File: src/rtl/spi_byte_transceiver_if.sv
// Bus between the SPI byte transceiver and its surroundings: SPI pins plus
// the byte-level handshake with the instruction handler.
interface spi_byte_transceiver_if;
  logic       spi_sclk;
  logic       spi_cs_n;
  logic       spi_mosi;
  logic       spi_miso;
  logic [7:0] spi_tx_byte;
  logic [7:0] spi_rx_byte;
  logic       spi_rx_valid;
  logic       spi_frame_active;
  logic       spi_frame_abort;

  modport slave (
    input  spi_sclk, spi_cs_n, spi_mosi, spi_tx_byte,
    output spi_miso, spi_rx_byte, spi_rx_valid, spi_frame_active, spi_frame_abort
  );

  modport master (
    output spi_sclk, spi_cs_n, spi_mosi, spi_tx_byte,
    input  spi_miso, spi_rx_byte, spi_rx_valid, spi_frame_active, spi_frame_abort
  );
endinterface

File: src/rtl/spi_byte_transceiver.sv
// SPI mode-0 slave byte transceiver, oversampled by clk; pins are synchronized
// and edges detected in the clk domain.
//
// state  | meaning
// IDLE   | CS deasserted, SCLK ignored, MISO parked at IDLE_MISO
// ACTIVE | frame in progress, bits shifted on synchronized SCLK edges
module spi_byte_transceiver #(
  parameter int   SYNC_STAGES = 2,
  parameter logic IDLE_MISO   = 1'b0
) (
  input logic                   clk,
  input logic                   rst,
  spi_byte_transceiver_if.slave bus
);

  typedef enum logic {IDLE, ACTIVE} state_t;

  state_t                 r_state;
  state_t                 w_next;
  logic [SYNC_STAGES-1:0] r_sclk_sync;
  logic [SYNC_STAGES-1:0] r_cs_sync;
  logic [SYNC_STAGES-1:0] r_mosi_sync;
  logic                   r_sclk_d;
  logic                   r_cs_d;
  logic [7:0]             r_rx_sr;
  logic [7:0]             r_tx_sr;
  logic [2:0]             r_cnt;
  logic [7:0]             r_rx_byte;
  logic                   r_rx_valid;
  logic                   r_abort;
  logic                   r_miso;

  logic w_sclk, w_cs, w_mosi;
  logic w_sclk_rise, w_sclk_fall, w_cs_fall, w_cs_rise;

  assign w_sclk      = r_sclk_sync[SYNC_STAGES-1];
  assign w_cs        = r_cs_sync[SYNC_STAGES-1];
  assign w_mosi      = r_mosi_sync[SYNC_STAGES-1];
  assign w_sclk_rise = w_sclk & ~r_sclk_d;
  assign w_sclk_fall = ~w_sclk & r_sclk_d;
  assign w_cs_fall   = ~w_cs & r_cs_d;
  assign w_cs_rise   = w_cs & ~r_cs_d;

  // Presets match idle pin levels so reset release never fakes an edge.
  always_ff @(posedge clk or posedge rst) begin
    if (rst) begin
      r_sclk_sync <= '0;
      r_cs_sync   <= '1;
      r_mosi_sync <= '0;
      r_sclk_d    <= 1'b0;
      r_cs_d      <= 1'b1;
    end else begin
      r_sclk_sync <= {r_sclk_sync[SYNC_STAGES-2:0], bus.spi_sclk};
      r_cs_sync   <= {r_cs_sync[SYNC_STAGES-2:0], bus.spi_cs_n};
      r_mosi_sync <= {r_mosi_sync[SYNC_STAGES-2:0], bus.spi_mosi};
      r_sclk_d    <= w_sclk;
      r_cs_d      <= w_cs;
    end
  end

  always_ff @(posedge clk or posedge rst) begin
    if (rst) r_state <= IDLE;
    else     r_state <= w_next;
  end

  always_comb begin
    w_next = r_state;
    case (r_state)
      IDLE:    if (w_cs_fall) w_next = ACTIVE;
      ACTIVE:  if (w_cs_rise) w_next = IDLE;
      default: w_next = IDLE;
    endcase
  end

  always_ff @(posedge clk or posedge rst) begin
    if (rst) begin
      r_rx_sr    <= 8'h00;
      r_tx_sr    <= 8'h00;
      r_cnt      <= 3'd0;
      r_rx_byte  <= 8'h00;
      r_rx_valid <= 1'b0;
      r_abort    <= 1'b0;
      r_miso     <= IDLE_MISO;
    end else begin
      r_rx_valid <= 1'b0;
      r_abort    <= 1'b0;
      if (r_state == IDLE) begin
        r_miso <= IDLE_MISO;
        if (w_cs_fall) begin
          r_tx_sr <= bus.spi_tx_byte;
          r_miso  <= bus.spi_tx_byte[7];
          r_cnt   <= 3'd0;
        end
      end else if (w_cs_rise) begin
        // CS wins over a coincident SCLK edge; partial bytes are dropped.
        r_abort <= (r_cnt != 3'd0);
        r_cnt   <= 3'd0;
        r_miso  <= IDLE_MISO;
      end else if (w_sclk_rise) begin
        r_rx_sr <= {r_rx_sr[6:0], w_mosi};
        r_cnt   <= r_cnt + 3'd1;
        if (r_cnt == 3'd7) begin
          r_rx_byte  <= {r_rx_sr[6:0], w_mosi};
          r_rx_valid <= 1'b1;
        end
      end else if (w_sclk_fall) begin
        if (r_cnt != 3'd0) begin
          r_tx_sr <= {r_tx_sr[6:0], 1'b0};
          r_miso  <= r_tx_sr[6];
        end else begin
          r_tx_sr <= bus.spi_tx_byte;
          r_miso  <= bus.spi_tx_byte[7];
        end
      end
    end
  end

  assign bus.spi_miso         = r_miso;
  assign bus.spi_rx_byte      = r_rx_byte;
  assign bus.spi_rx_valid     = r_rx_valid;
  assign bus.spi_frame_active = (r_state == ACTIVE);
  assign bus.spi_frame_abort  = r_abort;

endmodule

File: src/flat_wrapper.sv
// flat-port wrapper written by rule: the top's interface ports become plain ports
module spi_byte_transceiver_flat 
#(
  parameter int   SYNC_STAGES = 2,
  parameter logic IDLE_MISO   = 1'b0
)
  (clk, rst, bus_spi_sclk, bus_spi_cs_n, bus_spi_mosi, bus_spi_tx_byte, bus_spi_miso, bus_spi_rx_byte, bus_spi_rx_valid, bus_spi_frame_active, bus_spi_frame_abort);
  spi_byte_transceiver_if bus_i ();
  input logic clk;
  input logic rst;
  input wire logic [$bits(bus_i.spi_sclk)-1:0] bus_spi_sclk;
  input wire logic [$bits(bus_i.spi_cs_n)-1:0] bus_spi_cs_n;
  input wire logic [$bits(bus_i.spi_mosi)-1:0] bus_spi_mosi;
  input wire logic [$bits(bus_i.spi_tx_byte)-1:0] bus_spi_tx_byte;
  output wire logic [$bits(bus_i.spi_miso)-1:0] bus_spi_miso;
  output wire logic [$bits(bus_i.spi_rx_byte)-1:0] bus_spi_rx_byte;
  output wire logic [$bits(bus_i.spi_rx_valid)-1:0] bus_spi_rx_valid;
  output wire logic [$bits(bus_i.spi_frame_active)-1:0] bus_spi_frame_active;
  output wire logic [$bits(bus_i.spi_frame_abort)-1:0] bus_spi_frame_abort;
  assign bus_i.spi_sclk = bus_spi_sclk;
  assign bus_i.spi_cs_n = bus_spi_cs_n;
  assign bus_i.spi_mosi = bus_spi_mosi;
  assign bus_i.spi_tx_byte = bus_spi_tx_byte;
  assign bus_spi_miso = bus_i.spi_miso;
  assign bus_spi_rx_byte = bus_i.spi_rx_byte;
  assign bus_spi_rx_valid = bus_i.spi_rx_valid;
  assign bus_spi_frame_active = bus_i.spi_frame_active;
  assign bus_spi_frame_abort = bus_i.spi_frame_abort;
  spi_byte_transceiver #(.SYNC_STAGES(SYNC_STAGES), .IDLE_MISO(IDLE_MISO)) u_core (.clk(clk), .rst(rst), .bus(bus_i));
endmodule
File: config.mk
export PLATFORM = sky130hd
export DESIGN_NAME = spi_byte_transceiver_flat
export DESIGN_NICKNAME = d
export VERILOG_FILES = /design/src/rtl/spi_byte_transceiver_if.sv /design/src/rtl/spi_byte_transceiver.sv /design/src/flat_wrapper.sv
export SDC_FILE = /design/constraint.sdc
export NUM_CORES = 1
export LEC_CHECK = 0
export CAP_MARGIN = 25
export CORE_UTILIZATION = 33
export CTS_BUF_LIST = sky130_fd_sc_hd__clkbuf_4 sky130_fd_sc_hd__clkbuf_8
export DETAILED_ROUTE_END_ITERATION = 7
export PLACE_DENSITY = 0.57
export SYNTH_ARGS = -nofsm -noshare
export SYNTH_HDL_FRONTEND = slang
export SYNTH_SLANG_ARGS = --single-unit
export TNS_END_PERCENT = 30
File: constraint.sdc
create_clock -name clk -period 2 [get_ports clk]
set_input_delay 0.4 -clock clk [delete_from_list [all_inputs] [get_ports clk]]
set_output_delay 0.4 -clock clk [all_outputs]
set_load 0.1 [all_outputs]
# After elaboration in Yosys (flattened, before gate mapping)

Cells that the tools add are included.

Memories kept: 0
Logic and storage cells: 63
Bits in registers: 37
Input port bits: 13
ROM bits: 0
Memory bits (writable): 0
Bits in latches: 0
Output and inout port bits: 12

Multiply operators: 0
Bitwise gates (word level): 10
Add/subtract/negate cells: 1
Reductions and logical operators: 7
Shifts and indexed selects: 0
Muxes and demuxes: 25
Eq/ne operators: 7
Divide/modulo/power cells: 0
$lt $le $gt $ge: 0

Operator list:

| kind                  | count |
|---|---|
| $mux W7               | 6 |
| $mux W1               | 14 |
| $mux W3               | 4 |
| $ne A3 B3 Y1 const B  | 3 |
| $reduce_and A4 Y1     | 2 |
| $ne A2 B2 Y1 const B  | 3 |
| $not A1 Y1            | 6 |
| $and A1 B1 Y1         | 4 |
| $reduce_and A2 Y1     | 2 |
| $add A3 B1 Y3 const B | 1 |
| $eq A3 B3 Y1 const B  | 1 |
| $reduce_and A3 Y1     | 1 |
| $reduce_bool A3 Y1    | 1 |
| $pmux W1 S2           | 1 |
| $reduce_bool A2 Y1    | 1 |

# Depth between registers and ports, before layout

Depth after elaboration: 6
Depth in mapped cells: 6
Depth with buffers taken out: 5

# Worst setup path after synthesis

No wires, ideal clock.

Path type: flip-flop to flip-flop
From: reg u_core.r_state (netlist: u_core.bus.spi_frame_active)
To: reg u_core.r_tx_sr[3]
Cell stages (with the launch flop): 6
Clock period less this slack: 1.785 ns
Path buffers: 2
Data required time: 1.871 ns
Path slack: 0.215 ns
Library setup time: 0.129 ns
Arrival time: 1.656 ns
Cell sequence: dfrtp_1 buf_6 nor3b_4 buf_4 a311oi_1 a31oi_1

Cells in the longest elaborated chain, start to end: 2
Elaborated cells between the ends (all ways): 6
Classes of those cells: eq/ne: 3; mux: 1; reduce/logical: 2

RTL lines:

| item                                                                | RTL line                    | source |
|---|---|---|
| from (decl)                                                         | spi_byte_transceiver.sv:18  | `state_t r_state;` |
| from (signal assigned)                                              | spi_byte_transceiver.sv:63  | `else r_state <= w_next;` |
| $ne A2 B2 Y1 (no line) / $reduce_bool A2 Y1 (equally long branches) | -                           |  |
| $reduce_and A4 Y1 (no line)                                         | -                           |  |
| to (signal assigned)                                                | spi_byte_transceiver.sv:90  | `r_tx_sr <= bus.spi_tx_byte;` |
| to (signal assigned)                                                | spi_byte_transceiver.sv:108 | `r_tx_sr <= {r_tx_sr[6:0], 1'b0};` |
| to (signal assigned)                                                | spi_byte_transceiver.sv:111 | `r_tx_sr <= bus.spi_tx_byte;` |
| to (decl)                                                           | spi_byte_transceiver.sv:26  | `logic [7:0] r_tx_sr;` |

Parallel ways exist; a longest one is shown, timed or not.
A chain may end at the register's enable or synchronous reset.

# Worst setup path after layout

From: reg u_core.r_state (netlist: u_core.bus.spi_frame_active)
To: reg u_core.r_tx_sr[0]

The elaborated chain is that of the path after synthesis.

==> summary.md <==
| Metric | Value |
|---|---|
| Antenna diodes | `0` |
| RSZ-0062 raised after global routing | `false` |
| EDFF count, synth | `0` |
| Gpl congestion | `~0.77` |
| Worst-path clk slew | `80 ps` |
| Leak | `0.890 nW` |
| Worst Hold End | `u_core.r_sclk_sync[1]` |
| Final setup vio count | `0` |
| Final WS setup | `420 ps` |
| Share of the synthesized area in the top cell type | `53.2%` |
| CTS sink count | `37` |
| Register area share after synthesis | `58.1%` |
| Clock latency on the worst-skew pair | `290 ps` |
| Drc violations | `0` |
| # IOs | `25` |
| First-pass GRT wire length | `5.15 mm` |
| FF-to-FF Start | `u_core.bus.spi_frame_active` |
| Seq. cell area | `just over 900 µm²` |
| Number of vias per cell | `between 5 and 6` |
| CTS H-tree depth | `2` |
| Hold Path Cell Cnt | `0` |
| Final number of hold-violating endpoints | `0` |
| Placed cell areas | `0.00186 mm²` |
| GR Util All Layers | `a little over an eighth` |
| Die X | `71.6 µm` |
| Max VDD drop | `roughly 0.00051 V` |
| Post-synthesis cell type count | `32` |
| DP Worst Slack | `407 ps` |
| DRT Pass-1 Iters | `4` |
| Die area | `slightly above 0.005 mm²` |
| Root buf cell | `clkbuf_8` |
| Total CTS buffers | `5` |
| Primary FF master, synth | `dfrtp_1` |
| Most frequent cells in the layout | `dfrtp_1 (34), mux2_2 (15), buf_4 (13), clkdlybuf4s50_1 (12), inv_1 (11)` |
| Commonest non-fill, non-tap cell in the layout | `dfrtp_1` |
| Yosys warns | `0` |
| CTS tree | `yes` |
| FFs w/ async S/R, synth | `100%` |
| Netlist Area Pre-Place | `~0.0016 mm²` |
| Share of layout cells above drive strength 1 | `between 30% and 40%` |
| Hold_sp | `u_core.r_sclk_sync[0]` |
| Area of the multi-input gates | `a little under 600 µm²` |
| Reg2Reg Depth | `3` |
| Postcts setup bufs | `0` |
| RR Endpoint | `u_core.r_tx_sr[0]` |
| Clk buf depth | `2` |
| DP HPWL | `1.91 mm` |
| Hold Path Class | `reg -> reg` |
| Period utilization | `about four fifths` |
| Number of fill cells | `416` |
| Setup CP Type | `reg -> reg` |
| Period minus WS final | `1580 ps` |
| Hold Buf Count CTS | `0` |
| Top post-synthesis cells by area | `dfrtp_1 (53%), mux2_2 (11%), dfstp_2 (4.9%)` |
| Fmax achieved | `633 MHz` |
| Antenna violations before repair | `0` |
| Initial cell density of the core | `a little over a third` |
| Wirelength per Cell | `roughly 14 µm` |
| IO buf count | `24` |
| Status | `finished clean` |
| Post-route antenna net violation count | `0` |
| Max-slew violations | `0` |
| Syn Area/Cell | `between 10 and 15 µm²` |
| Initial DRC count | `approximately 110` |
| Cell Pwr Density | `roughly 960 mW/mm²` |
| Largest net degree at the start of global routing | `38` |
| #FFs+latches synth | `37` |
| Fin Setup TNS | `0 ps` |
| Worst-path maximum fanout | `11` |
| Gate count of the mapped netlist | `121` |
| Worst Setup Start Kind | `flop` |
| Crit end category | `flop` |
| Die Ht | `71.6 µm` |
| Vias in the first global route | `1098` |
| Synth area leader | `dfrtp_1` |
| Area Growth Syn to Fin | `21.7%` |
| Worst Path Arrival | `about 1800 ps` |
| MaxCap Viol Count | `0` |
| FF-to-FF setup slack | `between 400 and 500 ps` |
| Resized cells post-CTS | `0` |
| Final wirelength | `between 2 and 3 mm` |
| Core Util, Final | `between 40% and 50%` |
| Post-Route Skew | `6.20 ps` |
| Relative slew slack | `~55%` |
| Slew @ Worst Pin | `roughly 670 ps` |
| Syn nets | `approximately 140` |
| # nets final | `164` |
| GR Overflow Total | `0` |
| Via Count | `1042` |
| Final instance area | `0.00195 mm²` |
| Core Area | `roughly 0.0045 mm²` |
| Rows | `24` |
| CP Data Required Time | `2220 ps` |
==> where the power goes <==
part	internal [mW]	leakage (nW)	total, mW	switching [mW]
clock network	0.259	0.0408	0.534	0.275
registers	0.880	0.460	0.965	0.0856
logic	0.165	0.389	0.364	0.199
==> per-stage QoR <==
stage / total power [mW] / hold WS (ps) / instances
2_1_floorplan: 1.24 / 331 / 121
3_3_place_gp: 1.33 / 336 / 193
3_5_place_dp: 1.35 / 339 / 193
4_1_cts: 1.89 / 357 / 201
5_1_grt: 1.98 / 367 / 201
6_report: 1.86 / 355 / 201
==> worst max-delay path by stage <==
stage / cells past startpoint / start / endpoint / slack, ps
2_1_floorplan: 5 / u_core.bus.spi_frame_active / u_core.r_tx_sr[3] / 220
3_3_place_gp: 3 / u_core.bus.spi_frame_active / u_core.r_tx_sr[0] / 440
3_5_place_dp: 3 / u_core.bus.spi_frame_active / u_core.r_tx_sr[0] / 410
4_1_cts: 3 / u_core.bus.spi_frame_active / u_core.r_tx_sr[0] / 390
5_1_grt: 5 / u_core.r_cnt[0] / u_core.r_tx_sr[6] / 290
6_report: 3 / u_core.bus.spi_frame_active / u_core.r_tx_sr[0] / 420
==> worst max-delay path, stage by stage, from the launching register on <==
cell and delay (ps):
dfrtp_1 550, nor3b_4 540, a31o_4 220, mux2i_1 190
==> registers in the layout, summed over array words and instances (netlist names) <==
register / flops
u_core.r_sclk_d: 1
u_core.r_cs_d: 1
u_core.r_cs_sync: 2
u_core.r_rx_sr: 7
u_core.r_mosi_sync: 2
u_core.bus.spi_rx_valid: 1
u_core.r_sclk_sync: 2
u_core.r_cnt: 3
u_core.bus.spi_rx_byte: 8
u_core.bus.spi_frame_active: 1
u_core.bus.spi_frame_abort: 1
u_core.r_tx_sr: 7
u_core.bus.spi_miso: 1
==> final cells by class <==
class | count | share of cell area (%)
clock buffer | 6 | 3.92
clock inverter | 2 | 0.771
inverter | 11 | 2.12
multi-input combinational | 67 | 29.9
sequential | 37 | 47.7
tap | 52 | 3.34
timing repair buffer | 26 | 12.2
==> cells by family (layout without fill, tap and decap cells) <==
| kind of cell | after synthesis | in the layout | synth area share, % |
|---|---|---|---|
| AOI/OAI and AO/OA | 27 | 27 | 12.2 |
| muxes | 16 | 16 | 11.2 |
| and+or+nand+nor | 21 | 21 | 10.7 |
| buffers and inverters | 17 | 45 | 5.47 |
| DFF | 37 | 37 | 58.1 |
| adders and majority gates | 3 | 3 | 2.35 |
==> routing by layer <==
layer  up-vias  track usage (%)  routed length (µm)
li1        493                -                   -
met1       515             17.0                1320
met2        29             19.8                1320
met3         5             3.66                 161
met4         0             7.84                  44
met5         -                0                   0
==> synth_stat cells (2+ instances only) <==
cell type / number
o32ai_1: 2
a311oi_1: 6
dfrtp_1: 34
inv_1: 11
nand3_1: 6
nand2_1: 2
nor2b_1: 2
dfstp_2: 3
o21ai_0: 8
buf_4: 2
mux2_2: 15
ha_1: 3
buf_6: 2
a31oi_1: 6
o31ai_1: 2
Power figures use the tool's default switching activity.
